$ cat src/rtl/axis_arb_pkg.sv
// ============================================================================
//  Module   : axis_arb_pkg
//  Brief    : Shared types and constants for the AXI-Stream packet arbiter.
//  Revision : 1.0 - initial release
// ============================================================================
`default_nettype none

package axis_arb_pkg;

    typedef enum logic {
        ARB_IDLE = 1'b0,
        ARB_XFER = 1'b1
    } arb_state_t;

    localparam int unsigned ARB_MAX_PORTS = 16;
    localparam int unsigned ARB_CNT_WIDTH = 16;

endpackage : axis_arb_pkg

`default_nettype wire

$ cat src/rtl/rr_arbiter.sv
// ============================================================================
//  Module   : rr_arbiter
//  Brief    : Combinational rotate-priority pick; search starts one past last grant.
//  Revision : 1.0 - initial release
// ============================================================================
`default_nettype none

module rr_arbiter #(
    parameter  int unsigned N  = 4,
    localparam int unsigned IW = (N > 1) ? $clog2(N) : 1
) (
    input  logic [N-1:0]  req_i,
    input  logic [IW-1:0] last_grant_i,
    output logic [IW-1:0] grant_o,
    output logic          any_req_o
);

    logic        w_found;
    int unsigned w_base;
    int unsigned w_idx;

    always_comb begin
        grant_o = '0;
        w_found = 1'b0;
        w_base  = int'(last_grant_i);
        w_idx   = 0;
        for (int unsigned k = 1; k <= N; k++) begin
            w_idx = (w_base + k) % N;
            if (!w_found && req_i[w_idx]) begin
                grant_o = w_idx[IW-1:0];
                w_found = 1'b1;
            end
        end
    end

    assign any_req_o = |req_i;

endmodule : rr_arbiter

`default_nettype wire

$ cat src/rtl/axis_packet_arbiter.sv
// ============================================================================
//  Module   : axis_packet_arbiter
//  Brief    : Packet-level round-robin AXIS arbiter; grant held until tlast.
//             Optional per-port packet counters under AXIS_ARB_PKT_COUNT_EN.
//  Revision : 1.0 - initial release
// ============================================================================
`default_nettype none

module axis_packet_arbiter
    import axis_arb_pkg::*;
#(
    parameter  int unsigned NUM_PORTS  = 4,
    parameter  int unsigned DATA_WIDTH = 64,
    localparam int unsigned KW         = DATA_WIDTH / 8,
    localparam int unsigned IW         = $clog2(NUM_PORTS)
) (
    input  logic                          aclk,
    input  logic                          aresetn,
    input  logic [NUM_PORTS-1:0]          s_tvalid,
    output logic [NUM_PORTS-1:0]          s_tready,
    input  logic [NUM_PORTS*DATA_WIDTH-1:0] s_tdata,
    input  logic [NUM_PORTS*KW-1:0]       s_tkeep,
    input  logic [NUM_PORTS-1:0]          s_tlast,
    output logic                          m_tvalid,
    input  logic                          m_tready,
    output logic [DATA_WIDTH-1:0]         m_tdata,
    output logic [KW-1:0]                 m_tkeep,
    output logic                          m_tlast,
    output logic [IW-1:0]                 grant_idx,
    output logic                          busy
`ifdef AXIS_ARB_PKT_COUNT_EN
    ,
    output logic [NUM_PORTS*ARB_CNT_WIDTH-1:0] pkt_count
`endif
);

    arb_state_t          state_q, state_d;
    logic [IW-1:0]       grant_q, grant_d;
    logic [IW-1:0]       last_q,  last_d;
    logic [IW-1:0]       w_pick;
    logic                w_any_req;
    logic                w_last_hs;
    logic [DATA_WIDTH-1:0] w_data [NUM_PORTS];
    logic [KW-1:0]       w_keep [NUM_PORTS];

    generate
        for (genvar i = 0; i < NUM_PORTS; i++) begin : g_unpack
            assign w_data[i] = s_tdata[i*DATA_WIDTH +: DATA_WIDTH];
            assign w_keep[i] = s_tkeep[i*KW +: KW];
        end
    endgenerate

    rr_arbiter #(
        .N (NUM_PORTS)
    ) u_rr_arbiter (
        .req_i        (s_tvalid),
        .last_grant_i (last_q),
        .grant_o      (w_pick),
        .any_req_o    (w_any_req)
    );

    // Pass-through of the owner; m_tvalid never depends on m_tready.
    always_comb begin
        m_tvalid = 1'b0;
        s_tready = '0;
        if (state_q == ARB_XFER) begin
            m_tvalid           = s_tvalid[grant_q];
            s_tready[grant_q]  = m_tready;
        end
    end

    assign m_tdata   = w_data[grant_q];
    assign m_tkeep   = w_keep[grant_q];
    assign m_tlast   = s_tlast[grant_q];
    assign w_last_hs = m_tvalid & m_tready & m_tlast;
    assign busy      = (state_q == ARB_XFER);
    assign grant_idx = grant_q;

    always_comb begin
        state_d = state_q;
        grant_d = grant_q;
        last_d  = last_q;
        case (state_q)
            ARB_IDLE: begin
                if (w_any_req) begin
                    state_d = ARB_XFER;
                    grant_d = w_pick;
                    last_d  = w_pick;
                end
            end
            ARB_XFER: begin
                if (w_last_hs) begin
                    state_d = ARB_IDLE;
                end
            end
            default: state_d = ARB_IDLE;
        endcase
    end

    always_ff @(posedge aclk) begin
        if (!aresetn) begin
            state_q <= ARB_IDLE;
            grant_q <= '0;
            last_q  <= IW'(NUM_PORTS - 1);
        end else begin
            state_q <= state_d;
            grant_q <= grant_d;
            last_q  <= last_d;
        end
    end

`ifdef AXIS_ARB_PKT_COUNT_EN
    generate
        for (genvar i = 0; i < NUM_PORTS; i++) begin : g_cnt
            logic [ARB_CNT_WIDTH-1:0] cnt_q;

            always_ff @(posedge aclk) begin
                if (!aresetn) begin
                    cnt_q <= '0;
                end else if (w_last_hs && (grant_q == IW'(i))) begin
                    cnt_q <= cnt_q + 1'b1;
                end
            end

            assign pkt_count[i*ARB_CNT_WIDTH +: ARB_CNT_WIDTH] = cnt_q;
        end
    endgenerate
`endif

endmodule : axis_packet_arbiter

`default_nettype wire

$ cat config.mk
export PLATFORM = sky130hd
export DESIGN_NAME = axis_packet_arbiter
export DESIGN_NICKNAME = d
export VERILOG_FILES = /design/src/rtl/axis_arb_pkg.sv /design/src/rtl/rr_arbiter.sv /design/src/rtl/axis_packet_arbiter.sv
export SDC_FILE = /design/constraint.sdc
export NUM_CORES = 1
export LEC_CHECK = 0
export ABC_AREA = 1
export CORE_AREA = 5 5 143 145
export DETAILED_ROUTE_END_ITERATION = 8
export DIE_AREA = 0 0 148 150
export PLACE_DENSITY = 0.46
export SETUP_SLACK_MARGIN = 0.2
export SYNTH_ARGS = -nofsm -noshare
export SYNTH_HDL_FRONTEND = slang
export SYNTH_SLANG_ARGS = --single-unit
$ cat constraint.sdc
create_clock -name aclk -period 2.4 [get_ports aclk]
set_clock_uncertainty 0.05 [all_clocks]
set_input_delay 0.48 -clock aclk [delete_from_list [all_inputs] [get_ports aclk]]
set_output_delay 0.48 -clock aclk [all_outputs]
set_load 0.02 [all_outputs]
# Word-level counts from Yosys, hierarchy flattened
# Cells that the tools add are included.
word_totals:
  register_bits: 5
  input_bits: 299
  output_inout_bits: 81
  word_cells: 60
classes:
  addsub: 4
  magnitude_cmp: 7
  mux: 32
  n_bitwise: 5
  reduce_logical: 9
ops:
  columns: ["cell", "count"]
  rows:
  - ["binary-select mux 64 bit (select 2 bit)", 1]
  - ["2-to-1 mux 64 bit", 2]
  - ["binary-select mux 8 bit (select 2 bit)", 1]
  - ["2-to-1 mux 8 bit", 2]
  - ["< comparator 2 x 3 -> 1 bit, second input constant", 5]
  - ["2-to-1 mux 1 bit", 13]
  - ["binary-select mux 1 bit (select 2 bit)", 6]
  - ["2-to-1 mux 2 bit", 4]
  - ["adder 2 x 1 -> 2 bit, second input constant", 2]
  - ["adder 2 bit, second input constant", 2]
  - ["bitwise AND 4 bit", 1]
  - ["logical AND 1 bit", 4]
  - ["2-to-1 mux 4 bit", 1]
  - ["OR reduction 4 bit", 1]
  - ["greater-or-equal comparator 3 bit, second input constant", 1]
  - ["logical NOT 1 bit", 3]
  - ["NOT 2 -> 3 bit", 1]
  - ["bitwise AND 1 bit", 2]
  - ["demux 1 bit (select 2 bit)", 1]
  - ["greater-or-equal comparator 2 x 1 -> 1 bit, second input constant", 1]
  - ["case mux 1 bit (2 select lines)", 1]
  - ["AND reduction 2 bit", 1]
  - ["NOT 1 bit", 1]

# Depth between registers and ports, before layout
# Gate-level depths: netlist of the first run.
depth:
  word_depth: 13
  ltp_mapped: 12
  mapped_depth_nobuf: 10

# Cells and area by module
# A second synthesis of the first run with hierarchy kept.
unflattened:
  cells_unflattened: 437
  hier_area_um2: 2508.7
by_module_without_submodules:
  columns: ["mod", "instances", "cells_each", "area_each_um2", "seq_area_each_um2"]
  rows:
  - ["axis_packet_arbiter", 1, 387, 2207.1, 100.1]
  - ["rr_arbiter", 1, 50, 301.5, 0.0]

# Least setup slack after synthesis of the first run
# No wires, ideal clock.
synth_path:
  path_kind: "register -> output"
  start: "register grant_q[0], in the netlist grant_idx[0]"
  end: "output port m_tdata[47]"
  arrival_ns: 1.440
  required_time_ns: 1.870
  setup_slack_ns: 0.430
  stages_incl_launch_ff: 7
  n_path_buf: 2
  path_cell_list: "dfxtp_1 > nand2_1 > inv_1 > buf_2 > buf_1 > a22oi_1 > nand2_1"
synth_between:
  elab_chain_len: 4
synth_rtl:
  columns: ["element", "line", "source"]
  rows:
  - ["start, declared", "axis_packet_arbiter.sv:38", "logic [IW-1:0] grant_q, grant_d;"]
  - ["start signal, assigned", "axis_packet_arbiter.sv:107", "grant_q <= grant_d;"]
  - ["NOT 2 -> 3 bit (implied by the code)", "axis_packet_arbiter.sv:72", "assign m_tdata = w_data[grant_q];"]
  - ["binary-select mux 64 bit (select 2 bit)", "axis_packet_arbiter.sv:72", null]
  - ["2-to-1 mux 64 bit (implied by the code) (2 in series)", "axis_packet_arbiter.sv:72", null]
  - ["end, declared", "axis_packet_arbiter.sv:26", "output logic [DATA_WIDTH-1:0] m_tdata,"]
# No other way between the ends. The select of a mux whose other input is x is not followed.

# Worst setup path in the final report of the first run
layout_path:
  start: "register grant_q[0], in the netlist grant_idx[0]"
  end: "output port m_tdata[33]"
# Same word-level chain as after synthesis.

==> results.yml, run 1 <==
floorplan:
  dieArea_um2: 22200
  coreArea_um2: 19100
  die_y_um: 150
  ioPinCount: 380
  start_util: 0.111
  die-width_um: 148
  row_count: 51
synthesis:
  muxShareOfSynthArea: 0
  yosysMostFrequentCell: "nand2_1"
  async_flop_share: 0
  avgSynthCellArea_um2: 5.70
  synth_compound_area_frac: 0.471
  ys_ff_latch: 5
  yosys.area.top_type: "a22oi_1"
  ys_seq_area_frac: 0.0472
  synth_top_family_by_area: "compound AO/OA/AOI/OAI gates"
  synth_edf_count: 0
  synth_fp_nets: 671
  synth_cells: 372
  synth_adder_area_share: 0
  mappedNetlistArea_um2: 2120
  synth_common_cells: "nand2_1 (127), a22oi_1 (126), nand3_1 (27)"
  synth-xor-area-share: 0
  netlist-cell-type-count: 25
  synth-main-ff-cell: "dfxtp_1"
  yosysWarnings: 0
  synth_top_area_share: 0.446
  yosys.area_share.simple: 0.373
  synth_area_leaders: "a22oi_1 (45%), nand2_1 (22%), nand3_1 (6.4%)"
status:
  outcome: "completed"
setup_path:
  worstPathMaxFanout: 22
  arrival_ps: 1650
  end_kind: "output pin"
  cp_slowest_cell: "dfxtp_4"
  crit_family: "buffers and inverters"
  cpPeakStageDelay_ps: 370
  path_common_cell: "buf_6"
  crit_buf_inv: 5
  worstPathRequired_ps: 1870
  start_kind: "flop"
  crit_chain: "buf_6, nor2_4, buf_6, buf_12, buf_16, a22oi_1, nand2_1, buf_6"
  path_class: "reg -> out"
finish:
  multi_input_area_um2: 1880
  fill_cells: 2034
  fin_nets: 1065
  diodes: 0
  syn_to_final_growth_pct: 206
  seqCellArea_um2: 108
  final_util: 0.340
  drive_gt1_frac: 0.213
  final_cells: 1003
  final_area_um2: 6480
clocking:
  clkSinkCount: 5
  clock_latency_ps: 230
  clock_path_buffers: 2
  cts.clk_slew.worst_paths_ps: 30
  hold_buffers: 0
  numCtsBuffers: 3
  tritoncts: "built"
  cts_max_level: 1
  clockRootBuffer: "clkbuf_16"
grt:
  grt_first_pass_wirelength_um: 27800
  grt_pass1_vias: 4745
  grt_overflow: 0
  grt.total_usage: 0.160
  antenna_found_initial: 0
  grt_max_degree: 31
timing:
  fmax_mhz: 458
  hold_viol_final: 0
  timing.final.crit_share: 0.910
  tightest_slew_ps: 358
  rsz0062_at_grt: "true"
  final_max_slew_viol_count: 0
  holdWs_ps: 468
  finalCriticalPeriod_ps: 2180
  setup_viol: 0
  slew_headroom: 0.758
worst_hold_path:
  min_path_type: "reg -> reg"
detailed_routing:
  num_vias: 4505
  wire_per_inst_um: 19.9
  drt-total-wl_um: 20000
  ant_nets: 0
  drc: 0
  vias_per_cell: 4.49
  drt-pass1-iter-count: 4
  drt_iter0_drc: 187
job:
  cap_violations: 0
placement:
  portBuffers: 379
  dpl.cell_count: 989
  dp_hpwl_um: 16100
  gp_congestion: 0.936
  postPlaceCellArea_um2: 6440
pwr:
  total_leakage_power_nw: 2.74
  ir_drop_v: 0.000392
  p_per_area_nw_per_um2: 719
[where the power goes]
| group | internal [W] | switching [W] | leakage, nW |
|---|---|---|---|
| clock network | 0.000220 | 0.0000557 | 0.0382 |
| registers | 0.000110 | 0.0000433 | 0.0430 |
| logic | 0.00192 | 0.00232 | 2.66 |
| total | 0.00225 | 0.00242 | 2.74 |
[per-stage QoR]
step           setup WS (ps)  TNS [ps]  power [W]
2_1_floorplan            430         0    0.00215
3_3_place_gp            -126      -202    0.00450
3_5_place_dp            -101      -166    0.00452
4_1_cts                 56.6         0    0.00474
5_1_grt                  165         0    0.00497
6_report                 217         0    0.00466
[per-layer routing]
metal  vias up  global-route usage  part of all wire
met5         -                   0                 0
li1       2157                   -                 -
met3        22              0.0345             0.078
met2       231               0.297              0.52
met1      2095               0.188              0.39
met4         0              0.0346             0.016
[state kept, by name, summed over array words and instances (netlist names)]
name	flops
grant_idx	2
busy	1
last_q	2
[cells in the final DEF (no fill, tap or decap), types with 4 or more instances in the layout]
master / n
buf_12: 11
dlygate4sd2_1: 4
nand2_4: 5
nand3_1: 25
a22oi_1: 113
a22oi_2: 13
clkbuf_2: 14
buf_4: 27
clkbuf_16: 4
nand2_2: 9
inv_1: 11
nand2_1: 126
buf_2: 48
buf_6: 12
nor2_1: 5
clkdlybuf4s50_1: 301
a21oi_1: 4
[path summary, 6_finish.rpt]
kind / startpoint / endpoint / slack, ps / depth (start not counted)
max: grant_idx[0] / m_tdata[33] / 220 / 8
min: grant_idx[0] / grant_idx[0] / 470 / 2
max reg2reg: grant_idx[0] / busy / 700 / 11
min reg2reg: grant_idx[0] / grant_idx[0] / 470 / 2
[layout make-up]
class,count,share of cell area
multi-input combinational,315,0.290
tap,238,0.0459
sequential,5,0.0166
inverter,17,0.0110
clock buffer,4,0.0122
timing repair buffer,424,0.624
[cells by family (layout without fill, tap and decap cells)]
kind of cell    count (synthesis)  count (layout)
simple gates                  181             181
buf+inv                        52             445
flops                           5               5
compound gates                134             134
[worst min-delay path, cell delays in order (launching register included)]
cell and delay (ps):
dfxtp_4 350, nand2_1 70, a21oi_1 60
[repair_timing]
| action | CTS | global route |
|---|---|---|
| setup buffers | 6 | 1 |
| pin swaps | 2 | 8 |
| setup endpoints to repair | 77 | 61 |
| gates resized for setup | 259 | 64 |
| cloned | 3 | 1 |
(Power assumes the default switching activity.)
==> inputs of run 2 (changes only) <==
--- a/config.mk
+++ b/config.mk
@@ -11,6 +11,7 @@
 export DIE_AREA = 0 0 148 150
 export PLACE_DENSITY = 0.46
 export SETUP_SLACK_MARGIN = 0.2
+export SLEW_MARGIN = 25
 export SYNTH_ARGS = -nofsm -noshare
 export SYNTH_HDL_FRONTEND = slang
 export SYNTH_SLANG_ARGS = --single-unit
==> results of run 2 <==
Same layout as run 1: the final DEF is identical, and so are final timing and power.
==> inputs of run 3 (changes only) <==
--- a/config.mk
+++ b/config.mk
@@ -6,10 +6,11 @@
 export NUM_CORES = 1
 export LEC_CHECK = 0
 export ABC_AREA = 1
-export CORE_AREA = 5 5 143 145
+export CELL_PAD_IN_SITES_DETAIL_PLACEMENT = 1
+export CELL_PAD_IN_SITES_GLOBAL_PLACEMENT = 2
+export CORE_UTILIZATION = 10
 export DETAILED_ROUTE_END_ITERATION = 8
-export DIE_AREA = 0 0 148 150
-export PLACE_DENSITY = 0.46
+export PLACE_DENSITY = 0.95
 export SETUP_SLACK_MARGIN = 0.2
 export SLEW_MARGIN = 25
 export SYNTH_ARGS = -nofsm -noshare
==> results.yml, run 3 (synthesis results as in run 1) <==
status:
  outcome: "completed"
timing:
  rsz0062_at_grt: "true"
  setup_viol: 0
  tightest_slew_ps: 391
  hold_viol_final: 0
  timing.final.crit_share: 0.951
  fmax_mhz: 438
  final_max_slew_viol_count: 0
  slew_headroom: 0.736
  holdWs_ps: 474
  finalCriticalPeriod_ps: 2280
setup_path:
  crit_family: "buffers and inverters"
  worstPathMaxFanout: 6
  crit_buf_inv: 6
  start_kind: "flop"
  crit_chain: "buf_6, nor2_4, buf_6, buf_12, buf_12, buf_16, a22oi_2, nand2_1, buf_6"
  cp_slowest_cell: "dfxtp_4"
  end_kind: "output pin"
  arrival_ps: 1750
  worstPathRequired_ps: 1870
  path_common_cell: "buf_6"
  path_class: "reg -> out"
  cpPeakStageDelay_ps: 380
finish:
  final_area_um2: 6830
  drive_gt1_frac: 0.240
  fin_nets: 1084
  final_util: 0.333
  syn_to_final_growth_pct: 222
  layout_common_cells: "clkdlybuf4s50_1 (301), nand2_1 (123), a22oi_1 (109)"
  layout_commonest_cell: "clkdlybuf4s50_1"
clocking:
  cts_max_level: 1
  clockRootBuffer: "clkbuf_16"
  clock_latency_ps: 230
  clkSinkCount: 5
  clock_path_buffers: 2
  tritoncts: "built"
  cts.clk_slew.worst_paths_ps: 30
  hold_buffers: 0
  numCtsBuffers: 3
floorplan:
  coreArea_um2: 20500
  dieArea_um2: 21800
  die-width_um: 148
  row_count: 52
  ioPinCount: 380
  die_y_um: 148
  start_util: 0.103
detailed_routing:
  drt-total-wl_um: 20000
  vias_per_cell: 4.37
  wire_per_inst_um: 18.9
  drt-pass1-iter-count: 4
  drc: 0
  ant_nets: 0
  num_vias: 4608
  drt_iter0_drc: 158
grt:
  grt_max_degree: 27
  grt_overflow: 0
  grt_first_pass_wirelength_um: 28300
  grt_pass1_vias: 4839
  grt.total_usage: 0.169
  antenna_found_initial: 1
pwr:
  ir_drop_v: 0.000373
  p_per_area_nw_per_um2: 752
  finalPower_w: 0.00513
  total_leakage_power_nw: 2.88
job:
  cap_violations: 0
worst_hold_path:
  min_path_type: "reg -> reg"
placement:
  postPlaceCellArea_um2: 6610
  dp_hpwl_um: 15900
  gp_congestion: 0.833
  portBuffers: 379
[run 3: cell count changes in the layout (fill, tap and decap cells not counted), sizes merged]
cell,change
buf,+29
clkbuf,-9
diode,+1
dlygate4sd2,-1
[run 3: path summary, 6_finish.rpt]
check / slack [ps] / cells after the start / start / endpoint
max: 120 / 9 / grant_idx[0] / m_tdata[25]
max reg2reg: 490 / 13 / grant_idx[0] / busy
min reg2reg: 470 / 2 / busy / busy
min: 470 / 2 / busy / busy
[run 3: routing by layer]
metal,track usage,vias to the layer above,part of all wire
met5,0,-,0
met4,0.0237,0,0.014
met3,0.0299,15,0.076
met2,0.306,227,0.51
met1,0.210,2173,0.40
li1,-,2193,-
[run 3: final cells by class]
| class | count | area [um^2] |
|---|---|---|
| inverters | 17 | 66.3 |
| well taps | 270 | 338 |
| fillers | 2541 | 13700 |
| clock buffers | 4 | 78.8 |
| diodes | 1 | 2.50 |
| flip-flops and latches | 5 | 108 |
| multi-input cells | 315 | 1900 |
| repair buffers | 443 | 4330 |
[run 3: power breakdown]
group          internal [W]  switching (W)
sequential         0.000110      0.0000438
clock              0.000220      0.0000571
combinational       0.00226        0.00245
[run 3: tightest hold or removal path, cell delays in order (launching register included)]
cell and delay, ps:
dfxtp_1 340, nand2_1 80, a21oi_1 50
[run 3: metrics by stage]
stage / setup TNS [ps] / std cells / worst slack (ps)
floorplan: 0 / 372 / 430
global placement: -20.3 / 1035 / -11.9
detailed placement: -73.4 / 1035 / -32.6
CTS: 0 / 1049 / 95.5
global route: 0 / 1055 / 83.2
finish: 0 / 1055 / 117
[run 3: what timing repair did]
action	4_1_cts	5_1_grt
endpoints found under the setup margin	78	50
hold endpoints to repair	0	0
pin swaps	8	9
buffers inserted	6	4
cloned	4	1
resized for setup	327	41
==> patch (settings of run 1) <==
Change the parameter `DATA_WIDTH` from 64 to 60.
--- a/src/rtl/axis_packet_arbiter.sv
+++ b/src/rtl/axis_packet_arbiter.sv
@@ -10,7 +10,7 @@
     import axis_arb_pkg::*;
 #(
     parameter  int unsigned NUM_PORTS  = 4,
-    parameter  int unsigned DATA_WIDTH = 64,
+    parameter  int unsigned DATA_WIDTH = 60,
     localparam int unsigned KW         = DATA_WIDTH / 8,
     localparam int unsigned IW         = $clog2(NUM_PORTS)
 ) (
Interface: changed (resized m_tdata, m_tkeep, s_tdata and s_tkeep); port bits go from 380 to 355. No check against the original RTL was run, so the function may have changed too.
==> patch against run 1 <==
- non-clock buffer count fell by 31
- cell count decreased by 4.5%
- wire length fell by 4.5%
- setup slack got worse by 0.0032 ns
- total power shrank 7.0%
- design area shrank 5.7%
- sequential cell count is the same
- synthesized area shrank 4.3%
- critical endpoint is now m_tdata[2]
- largest power group unchanged
- highest routed layer unchanged
==> patch: results (changes against run 1) <==
Outcome
  – Outcome: complete, no violations

Clocking
  – Clock latency at the later pin of the worst-skew pair: 0.23 ns (about the same)
  – H-Tree Depth: 1 (unchanged)
  – Total CTS buffers: 3 (unchanged)
  – Clock Tree Root: clkbuf_16
  – CTS max path bufs: 2 (unchanged)
  – Clk pin slew, worst setup/hold paths: 0.03 ns (about the same)

Min path
  – Hold Startpoint: grant_idx[0]$_SDFFE_PN0P_
  – Min-Delay Path Class: flip-flop to flip-flop
  – Worst Hold Depth: 2 (unchanged)

Timing
  – Fmax achieved: 0.4575 GHz (-0.14%)
  – Worst Tran Pin Value: 0.3376 ns (-0.02002 ns)

Global route
  – Vias in the first global route: 4328 (-8.8%)
  – First-pass GRT wire length: 26310 um (-5.3%)
  – Pin count of the biggest net entering global routing: 37 (+19%)
  – Initial antenna violation count: 1 (+1)
  – GR Util met2: 29.18% (-0.55 points)
  – GRT Overall Usage: 15.04% (-0.95 points)
  – Met1 Usage GRT: 17.76% (-1.0 points)
  – Met3 usage: 2.877% (-0.58 points)

Power
  – Peak VDD IR: 0.0003765 V (-3.9%)
  – Lkg Pwr: 2.575 nW (-5.9%)

Drt
  – Routed wire length per instance: 19.90 um (about the same)
  – 1st-iter DRT viols: 180 (-3.7%)
  – WL met2: 10180 um (-1.5%)
  – Post-DR vias/cell: 4.356 (-3.0%)
  – WL met1: 7373 um (-4.9%)
  – Highest routed layer: met4
  – Met3 WL: 1439 um (-7.3%)
  – DRT Pass-1 Iters: 4 (unchanged)

Synthesis
  – Syn Nets: 634 (-5.5%)
  – Warnings from Yosys: 0 (unchanged)
  – Seq/Total Area, Yosys: 4.932% (+0.21 points)
  – Top cells by count, synth: nand2_1, a22oi_1, nand3_1, buf_2, inv_1
  – Unique masters post-synth: 24 (-4.0%)
  – Top FF cell, synth: dfxtp_1
  – Ys async rst share: 0% (unchanged)
  – Synth top area cells: a22oi_1, nand2_1, nand3_1

Place
  – Post-DP HPWL: 14620 um (-9.0%)
  – Dpl ws: -0.1210 ns (-0.02051 ns)
  – GPL Wtd Cong: 0.8092 (-14%)
  – Input/output buffers: 354 (-6.6%)

Final layout
  – Diodes inserted: 0 (unchanged)
  – Layout cells sized above 1: 19.72% (-1.6 points)
  – Final net count: 1000 (-6.1%)

Worst setup path
  – R2r setup slk: 0.77 ns (+0.07 ns)
  – R2R cell count: 10 (-1)
  – Crit-path max cell delay: 0.36 ns
  – Slowest-stage cell, CP: dfxtp_4
  – CP arrival: 1.66 ns
  – Worst Setup SP: grant_idx[0]$_SDFFE_PN0P_
  – Worst r2r src: last_q[0]$_SDFFE_PN1P_
  – Worst-path maximum fanout: 7 (-68%)
[patch: worst max-delay path: cells and delay by family, from the launching register on]
kind                   cells  cell delay, ns
buffers and inverters      4            0.69
flip-flops                 1            0.36
AO/OA/AOI/OAI              1            0.24
AND/OR/NAND/NOR            2            0.14
[patch: logic make-up after synthesis]
family	Yosys count	share of synthesized area [%]
and+or+nand+nor	178	38.35
AOI/OAI and AO/OA	123	45.13
buffers and inverters	49	11.59
DFF	5	4.932
[patch: final cells by class]
type	count	area, um^2
Timing Repair Buffer	393	3804
Sequential cell	5	107.6
Tap cell	238	297.8
Inverter	17	73.82
Clock buffer	4	78.83
Fill cell	2079	12960
Multi-Input combinational cell	301	1754
[patch: power by group]
group	internal, mW	switching (mW)
logic	1.78	2.13
clock network	0.220	0.0507
registers	0.110	0.0438
[patch: path summary, 6_finish.rpt]
| kind | endpoint |
|---|---|
| worst max-delay path | m_tdata[2] |
| worst min-delay path | grant_idx[0]$_SDFFE_PN0P_ |
| worst min register to register | grant_idx[0]$_SDFFE_PN0P_ |
| worst max register to register | grant_idx[1]$_SDFFE_PN0P_ |
[patch: timing repair]
action,CTS,global route
gates resized for setup,204,68
setup buffers,9,0
gates cloned,4,2
pin swaps,1,0
setup endpoints to repair,73,56
[patch: metrics by stage]
stage               cells  TNS [ns]  hold slack, ns  instance area [um^2]  total power [mW]
finish                958         0          0.4651                  6116             4.334
global route          958         0          0.4717                  6116             4.665
detailed placement    939   -0.2533          0.4706                  5979             4.076
CTS                   956         0          0.4455                  6180             4.334
global placement      939   -0.2235          0.4666                  5979             4.060
floorplan             355         0          0.5096                  2029             2.046
